[config.mk]
export PLATFORM = sky130hd
export DESIGN_NAME = pll_rst_ctrl
export DESIGN_NICKNAME = d
export VERILOG_FILES = /design/src/rtl/pll_rst_ctrl_pkg.sv /design/src/rtl/sync_ff2.sv /design/src/rtl/pll_rst_ctrl.sv
export SDC_FILE = /design/constraint.sdc
export NUM_CORES = 1
export LEC_CHECK = 0
export CAP_MARGIN = 20
export CORE_MARGIN = 2
export CORE_UTILIZATION = 56
export DETAILED_ROUTE_END_ITERATION = 12
export PLACE_DENSITY_LB_ADDON = 0.15
export SLEW_MARGIN = 20
export SYNTH_ARGS = -nofsm -noshare
export SYNTH_HDL_FRONTEND = slang
export SYNTH_SLANG_ARGS = --single-unit
[constraint.sdc]
create_clock -name clk -period 3 [get_ports clk]
set_input_delay 0.75 -clock clk [delete_from_list [all_inputs] [get_ports clk]]
set_output_delay 0.75 -clock clk [all_outputs]
set_load 0.005 [all_outputs]
[src/rtl/pll_rst_ctrl_pkg.sv]
// Shared definitions for the PLL reset controller: FSM encodings and default timing parameters.
package pll_rst_ctrl_pkg;

  localparam int unsigned RST_CYCLES_DEF    = 16;
  localparam int unsigned LOCK_TIMEOUT_DEF  = 50000;
  localparam int unsigned STABLE_CYCLES_DEF = 1024;
  localparam int unsigned CNT_W_DEF         = 16;
  localparam int unsigned RETRY_W           = 8;

  typedef enum logic [1:0] {
    PLL_RST   = 2'd0,
    WAIT_LOCK = 2'd1,
    STABLE    = 2'd2,
    RUN       = 2'd3
  } pll_state_e;

endpackage

[src/rtl/sync_ff2.sv]
// Two-flop synchroniser for a single asynchronous bit; synchronous active-high reset.
module sync_ff2 (
  input  logic clk,
  input  logic rst,
  input  logic d,
  output logic q
);

  logic meta;

  always_ff @(posedge clk) begin
    if (rst) begin
      meta <= 1'b0;
      q    <= 1'b0;
    end else begin
      meta <= d;
      q    <= meta;
    end
  end

endmodule

[src/rtl/pll_rst_ctrl.sv]
// PLL reset sequencer: restarts the PLL, waits for a stable lock, then releases the system reset.
module pll_rst_ctrl
  import pll_rst_ctrl_pkg::*;
#(
  parameter int unsigned RST_CYCLES    = RST_CYCLES_DEF,
  parameter int unsigned LOCK_TIMEOUT  = LOCK_TIMEOUT_DEF,
  parameter int unsigned STABLE_CYCLES = STABLE_CYCLES_DEF,
  parameter int unsigned CNT_W         = CNT_W_DEF
) (
  input  logic               clk,
  input  logic               rst,
  input  logic               pll_locked,
  input  logic               sw_rst_req,
  input  logic               clr_lost,
  output logic               pll_rst,
  output logic               sys_rst,
  output logic               lock_lost,
  output logic [RETRY_W-1:0] retry_cnt,
  output logic               running
);

  localparam logic [CNT_W-1:0] RST_LAST    = CNT_W'(RST_CYCLES - 1);
  localparam logic [CNT_W-1:0] TIMEOUT_LAST = CNT_W'(LOCK_TIMEOUT - 1);
  localparam logic [CNT_W-1:0] STABLE_LAST = CNT_W'(STABLE_CYCLES - 1);
  localparam logic [RETRY_W-1:0] RETRY_MAX = {RETRY_W{1'b1}};

  pll_state_e         state_q, state_d;
  logic [CNT_W-1:0]   cnt_q, cnt_d;
  logic [RETRY_W-1:0] retry_d;
  logic               lock_lost_d;
  logic               locked_s;
  logic               timeout_evt;
  logic               lost_evt;

  sync_ff2 u_lock_sync (
    .clk (clk),
    .rst (rst),
    .d   (pll_locked),
    .q   (locked_s)
  );

  // Next-state, shared counter and event decode
  always_comb begin
    state_d     = state_q;
    cnt_d       = cnt_q + CNT_W'(1);
    timeout_evt = 1'b0;
    lost_evt    = 1'b0;
    case (state_q)
      PLL_RST: begin
        if (cnt_q == RST_LAST) begin
          state_d = WAIT_LOCK;
          cnt_d   = '0;
        end
      end
      WAIT_LOCK: begin
        if (locked_s) begin
          state_d = STABLE;
          cnt_d   = '0;
        end else if (cnt_q == TIMEOUT_LAST) begin
          state_d     = PLL_RST;
          cnt_d       = '0;
          timeout_evt = 1'b1;
        end
      end
      STABLE: begin
        if (!locked_s) begin
          state_d = WAIT_LOCK;
          cnt_d   = '0;
        end else if (cnt_q == STABLE_LAST) begin
          state_d = RUN;
          cnt_d   = '0;
        end
      end
      RUN: begin
        cnt_d = '0;
        if (!locked_s) begin
          state_d  = PLL_RST;
          lost_evt = 1'b1;
        end
      end
      default: begin
        state_d = PLL_RST;
        cnt_d   = '0;
      end
    endcase

    // Software restart overrides the sequence but never masks a lock loss
    if (sw_rst_req) begin
      state_d     = PLL_RST;
      cnt_d       = '0;
      timeout_evt = 1'b0;
    end

    retry_d = retry_cnt;
    if ((timeout_evt || lost_evt) && (retry_cnt != RETRY_MAX)) begin
      retry_d = retry_cnt + RETRY_W'(1);
    end

    lock_lost_d = lock_lost;
    if (clr_lost) begin
      lock_lost_d = 1'b0;
    end
    if (lost_evt) begin
      lock_lost_d = 1'b1;
    end
  end

  always_ff @(posedge clk) begin
    if (rst) begin
      state_q   <= PLL_RST;
      cnt_q     <= '0;
      pll_rst   <= 1'b1;
      sys_rst   <= 1'b1;
      lock_lost <= 1'b0;
      retry_cnt <= '0;
      running   <= 1'b0;
    end else begin
      state_q   <= state_d;
      cnt_q     <= cnt_d;
      pll_rst   <= (state_d == PLL_RST);
      sys_rst   <= (state_d != RUN);
      lock_lost <= lock_lost_d;
      retry_cnt <= retry_d;
      running   <= (state_d == RUN);
    end
  end

endmodule

==> metrics.md, run 1 <==
| Metric | Value |
|---|---|
| First-pass GRT wire length | `6.58 mm` |
| Critical Path Start Type | `flip-flop` |
| Layout Nets | `225` |
| Share of cells above drive strength 1 | `0.0926` |
| Slew HR | `0.535` |
| Yosys warns | `0` |
| Final min period | `2390 ps` |
| CP Max Fanout | `16` |
| Layout filler cell count | `269` |
| Drt pass-1 iters | `4` |
| Clk sinks | `32` |
| Final setup fails | `0` |
| Most common cell after layout, fill and taps aside | `dfxtp_1` |
| Clk root buf | `clkbuf_4` |
| Number of distinct library cells after synthesis | `48` |
| Post-Syn Nets | `207` |
| Fin crit share | `0.797` |
| Vias/cell | `6.52` |
| CTS resizes | `0` |
| Area after DPL | `1910 um^2` |
| Unrepaired setup endpoints after global routing | `false` |
| Port Buffer Count | `16` |
| Deepest clock path buffer count | `2` |
| Most frequent cells in the layout | `dfxtp_1, nand3_1, clkdlybuf4s50_1` |
| Async set or reset register ratio after synthesis | `0` |
| Syn Area/Cell | `8.65 um^2` |
| Status | `finished clean` |
| Hold Path Depth | `1` |
| Crit path kind | `reg -> reg` |
| Setup crit end kind | `flip-flop` |
| Worst EP required | `3180 ps` |
| Max FFs per register | `16` |
| Worst slew pin tran | `697 ps` |
| Setup TNS | `0 ps` |
| Mux cell area share after synthesis | `0.0123` |
| Placed insts | `244` |
| Max Freq | `0.418 GHz` |
| Die span in x | `59.6 um` |
| Largest family of logic cells by synthesized area | `simple AND/OR/NAND/NOR gates` |
| MaxCap Viol Count | `0` |
| Met3 usage | `0.0568` |
| Initial antenna violation count | `0` |
| Die Ht | `59.6 um` |
| Die area | `3550 um^2` |
| Final wirelength | `3.88 mm` |
| Post-route cell area | `1950 um^2` |
| Final Non-Filler Cells | `249` |
| Multi-input logic area | `1030 um^2` |
| Clock latency on the worst-skew pair | `330 ps` |
| Sequential-to-total area share from yosys stat | `0.370` |
| Starting Density | `0.576` |
| CTS tree | `built` |
| Gate Count Post-Synth | `200` |
| Area growth, synth to finish | `12.9%` |
| Post-CTS Setup Inserts | `0` |
| Fin worst setup slack | `609 ps` |
| Post-synth EDFFs | `0` |
| Detailed Place HPWL | `2.78 mm` |
| Largest Register | `cnt_q` |
| CTS Hold Bufs | `0` |
| Vias in the first global route | `1505` |
| Clk slew on worst S/H paths | `90 ps` |
| I/O pin total | `17` |
| DRC | `0` |
| Register area | `641 um^2` |
| P_leak | `0.612 nW` |
| Register bit total from synthesis | `32` |
| GRT Resource Usage Total | `0.249` |
| Simple-Gate Fraction of Synth Area | `0.295` |
| Met1 GRT Util | `0.341` |
| DRT antenna net count | `0` |
| Netlist Area Pre-Place | `1730 um^2` |
| Worst hold path class | `reg -> reg` |
| Hold Fails Final Rpt | `0` |
| XOR/XNOR Fraction of Synth Area | `0.0709` |
| Antenna diode count | `0` |
| Largest net degree at the start of global routing | `17` |
| FF-to-FF setup slack | `610 ps` |
| Synth Flop Type | `dfxtp_1` |
| Post-Place Worst Slack | `322 ps` |
| Post-Synth Adder-Cell Area | `0.0145` |
| H-tree levels | `2` |
| Avg WL per Cell | `15.6 um` |
| Hold WS | `450 ps` |
| Arr. time, crit path | `2580 ps` |
| Max-slew violations | `0` |
| Register-to-Register Path Depth | `5` |
| GRT Max-Usage Layer | `met2` |
| Pwr Density | `350 nW/um^2` |
| Synth Area in Compound Gates | `0.201` |
| Cell row count | `20` |
| Skew final | `7.48 ps` |
| TritonCTS buffer count | `5` |
| Biggest regs | `cnt_q x16, retry_cnt x8, state_q x2` |
| Vias | `1624` |
| GRT met2 Usage | `0.364` |
| Grt total ovfl | `0` |
| VDD IR max | `0.000220 V` |
| Starting DRT DRC Count | `92` |
| GP Congestion | `0.866` |
| Core Footprint | `3000 um^2` |
[kinds of logic (layout without fill, tap and decap cells)]
group / Yosys count / in the layout
mux: 2 / 2
simple gates: 89 / 89
compound gates: 47 / 47
fa+ha+maj: 2 / 2
flops: 32 / 32
buf+inv: 14 / 30
xor+xnor: 14 / 14
[area by class of cell]
| cell class | count | share of cell area |
|---|---|---|
| clock buffers | 5 | 0.0192 |
| multi-input cells | 154 | 0.526 |
| inverters | 6 | 0.0115 |
| repair buffers | 19 | 0.0936 |
| flip-flops and latches | 32 | 0.328 |
| well taps | 33 | 0.0212 |
[layer usage]
metal  vias up  routed length [um]
li1        792                   -
met1       764                1770
met2        55                1800
met3        13                 217
met4         0                  89
met5         -                   0
[where the power goes]
group / internal [mW] / switching (mW) / leakage [nW] / total [mW]
Clock: 0.0781 / 0.135 / 0.0230 / 0.213
Combinational: 0.0167 / 0.0182 / 0.330 / 0.0349
Sequential: 0.429 / 0.00701 / 0.259 / 0.436
Total: 0.524 / 0.160 / 0.612 / 0.684
[critical path, cell delays in order (launching register included)]
cell	delay, ps
dfxtp_1	380
ha_1	220
nand3_1	310
or3_4	520
o31ai_4	630
a211oi_1	170
[synth_stat cells (all sizes together) (2+ instances only)]
library cell | n | share of area
nor2b | 6 | 0.022
nand2b | 2 | 0.0072
or3 | 2 | 0.013
nand4 | 6 | 0.022
and3 | 5 | 0.018
or2 | 2 | 0.0072
or4 | 3 | 0.015
ha | 2 | 0.014
nand3 | 16 | 0.046
and4 | 2 | 0.010
clkbuf | 5 | 0.011
o21ai | 3 | 0.0087
nor4 | 6 | 0.025
dfxtp | 32 | 0.37
o311ai | 4 | 0.020
xnor2 | 13 | 0.066
nor2 | 13 | 0.030
inv | 6 | 0.013
nor3b | 2 | 0.0087
nand2 | 11 | 0.024
a21oi | 12 | 0.035
a211oi | 14 | 0.064
buf | 3 | 0.012
o211ai | 2 | 0.0087
nor3 | 9 | 0.026
a31oi | 2 | 0.0072
o2111ai | 2 | 0.010
o31ai | 2 | 0.017
[metrics by stage]
step,utilization,power (mW)
global route,0.650,0.714
global placement,0.638,0.479
finish,0.650,0.684
detailed placement,0.638,0.481
floorplan,-,0.465
CTS,0.650,0.686
[final timing paths]
check	from	to
min	u_lock_sync.meta	u_lock_sync.q
max reg2reg	cnt_q[0]	cnt_q[8]
max	cnt_q[0]	cnt_q[8]
min reg2reg	u_lock_sync.meta	u_lock_sync.q
Note: power is estimated with default switching activity, not from simulation.
==> run 2, diff against run 1 <==
Settings changed: CORE_UTILIZATION 56 to 51.
Clock period 3 ns to 2.18 ns, I/O delays scaled along.
==> metrics.md, run 2 (synthesized netlist as in run 1, its figures left out) <==
| Metric | Value |
|---|---|
| Area growth, synth to finish | `20.8%` |
| Final setup fails | `0` |
| Worst hold path class | `reg -> reg` |
| Critical Path, Cell by Cell | `clkdlybuf4s50_1, or3b_2, a211oi_2, a211oi_1, or4_1` |
| CTS tree | `built` |
| Deepest clock path buffer count | `2` |
| Starting DRT DRC Count | `119` |
| Avg WL per Cell | `15.1 um` |
| GRT Resource Usage Total | `0.229` |
| Final min period | `2060 ps` |
| Die area | `3870 um^2` |
| Initial antenna violation count | `0` |
| Max-slew violations | `0` |
| Vias in the first global route | `1620` |
| Vias | `1647` |
| Core Footprint | `3280 um^2` |
| Final wirelength | `4.11 mm` |
| Starting Density | `0.526` |
| Clk sinks | `32` |
| Drt pass-1 iters | `4` |
| DRC | `0` |
| Slew HR | `0.738` |
| Largest Register | `cnt_q` |
| Largest net degree at the start of global routing | `17` |
| Max FFs per register | `16` |
| Port Buffer Count | `16` |
| I/O pin total | `17` |
| Post-CTS Setup Inserts | `0` |
| MaxCap Viol Count | `0` |
| Detailed Place HPWL | `2.95 mm` |
| GP Congestion | `0.931` |
| Crit-path max cell delay | `500 ps` |
| Pwr Density | `495 nW/um^2` |
| Most common cell after layout, fill and taps aside | `dfxtp_1` |
| Hold WS | `463 ps` |
| Clk slew on worst S/H paths | `100 ps` |
| Hold Fails Final Rpt | `0` |
| Max Freq | `0.485 GHz` |
| DRT antenna net count | `0` |
| Arr. time, crit path | `2280 ps` |
| P_leak | `0.677 nW` |
| CTS resizes | `0` |
| Layout Nets | `234` |
| TritonCTS buffer count | `5` |
| Critical Path Start Type | `primary input` |
| CTS Hold Bufs | `0` |
| Fin crit share | `0.946` |
| CP Max Fanout | `2` |
| Setup crit end kind | `flip-flop` |
| Unrepaired setup endpoints after global routing | `false` |
| Crit path kind | `in -> reg` |
| VDD IR max | `0.000249 V` |
| Worst slew pin tran | `387 ps` |
| Final core occ | `0.636` |
| Clk root buf | `clkbuf_4` |
| Hold Path Depth | `1` |
| Most frequent cells in the layout | `dfxtp_1, nand3_1, clkdlybuf4s50_1` |
| Biggest regs | `cnt_q x16, retry_cnt x8, state_q x2` |
| First-pass GRT wire length | `7.18 mm` |
| Cell row count | `21` |
| Worst EP required | `2400 ps` |
| Status | `finished clean` |
| Skew final | `12.9 ps` |
| Grt total ovfl | `0` |
| Clock latency on the worst-skew pair | `330 ps` |
| Antenna diode count | `0` |
| Share of cells above drive strength 1 | `0.137` |
| Critical path's slowest cell | `or4_1` |
| Die Ht | `62.2 um` |
| Vias/cell | `6.03` |
| Register-to-Register Path Depth | `5` |
| H-tree levels | `2` |
| Die span in x | `62.2 um` |
==> run 2: changes by cell type in the layout (fill, tap and decap cells not counted), sizes merged <==
cell / before / now
buf: 3 / 12
clkbuf: 5 / 7
==> run 2: area by class of cell <==
cell class / count / area, um^2
inverter: 6 / 22.5
timing repair buffer: 28 / 275
fill: 291 / 1200
tap: 46 / 57.6
multi-input combinational: 154 / 1030
clock buffer: 7 / 65.1
sequential: 32 / 641
==> run 2: final timing paths <==
kind | to | from | slack (ps)
worst min-delay path | u_lock_sync.q | u_lock_sync.meta | 460
worst min register to register | u_lock_sync.q | u_lock_sync.meta | 460
worst max register to register | cnt_q[1] | cnt_q[11] | 150
worst max-delay path | retry_cnt[7] | sw_rst_req | 120
==> run 2: power by group <==
group | leakage (nW) | internal, mW | total (mW) | switching, mW
Combinational | 0.381 | 0.0289 | 0.0559 | 0.0270
Sequential | 0.259 | 0.591 | 0.600 | 0.00954
Clock | 0.0374 | 0.183 | 0.378 | 0.196
==> run 2: critical path, delay by kind of cell <==
family | cells | cell delay [ps]
AND/OR/NAND/NOR | 2 | 970
AO/OA/AOI/OAI | 2 | 350
buffers and inverters | 1 | 410
==> run 2: per-layer routing <==
metal | vias to the layer above | share of wire | track usage
li1 | 810 | - | -
met1 | 780 | 0.47 | 0.282
met2 | 49 | 0.47 | 0.386
met3 | 8 | 0.047 | 0.0616
met4 | 0 | 0.011 | 0.0833
met5 | - | 0 | 0
==> run 2: through the flow <==
stage                     instances  setup WS [ps]  total power [mW]  TNS (ps)  cell area (um^2)
after floorplan                 200           74.7             0.640         0              1730
after global placement          266           -205             0.668      -400              2020
after detailed placement        266           -238             0.670      -593              2020
after CTS                       273            124              1.04         0              2090
after global routing            273           33.9              1.09         0              2090
final                           273            118              1.03         0              2090
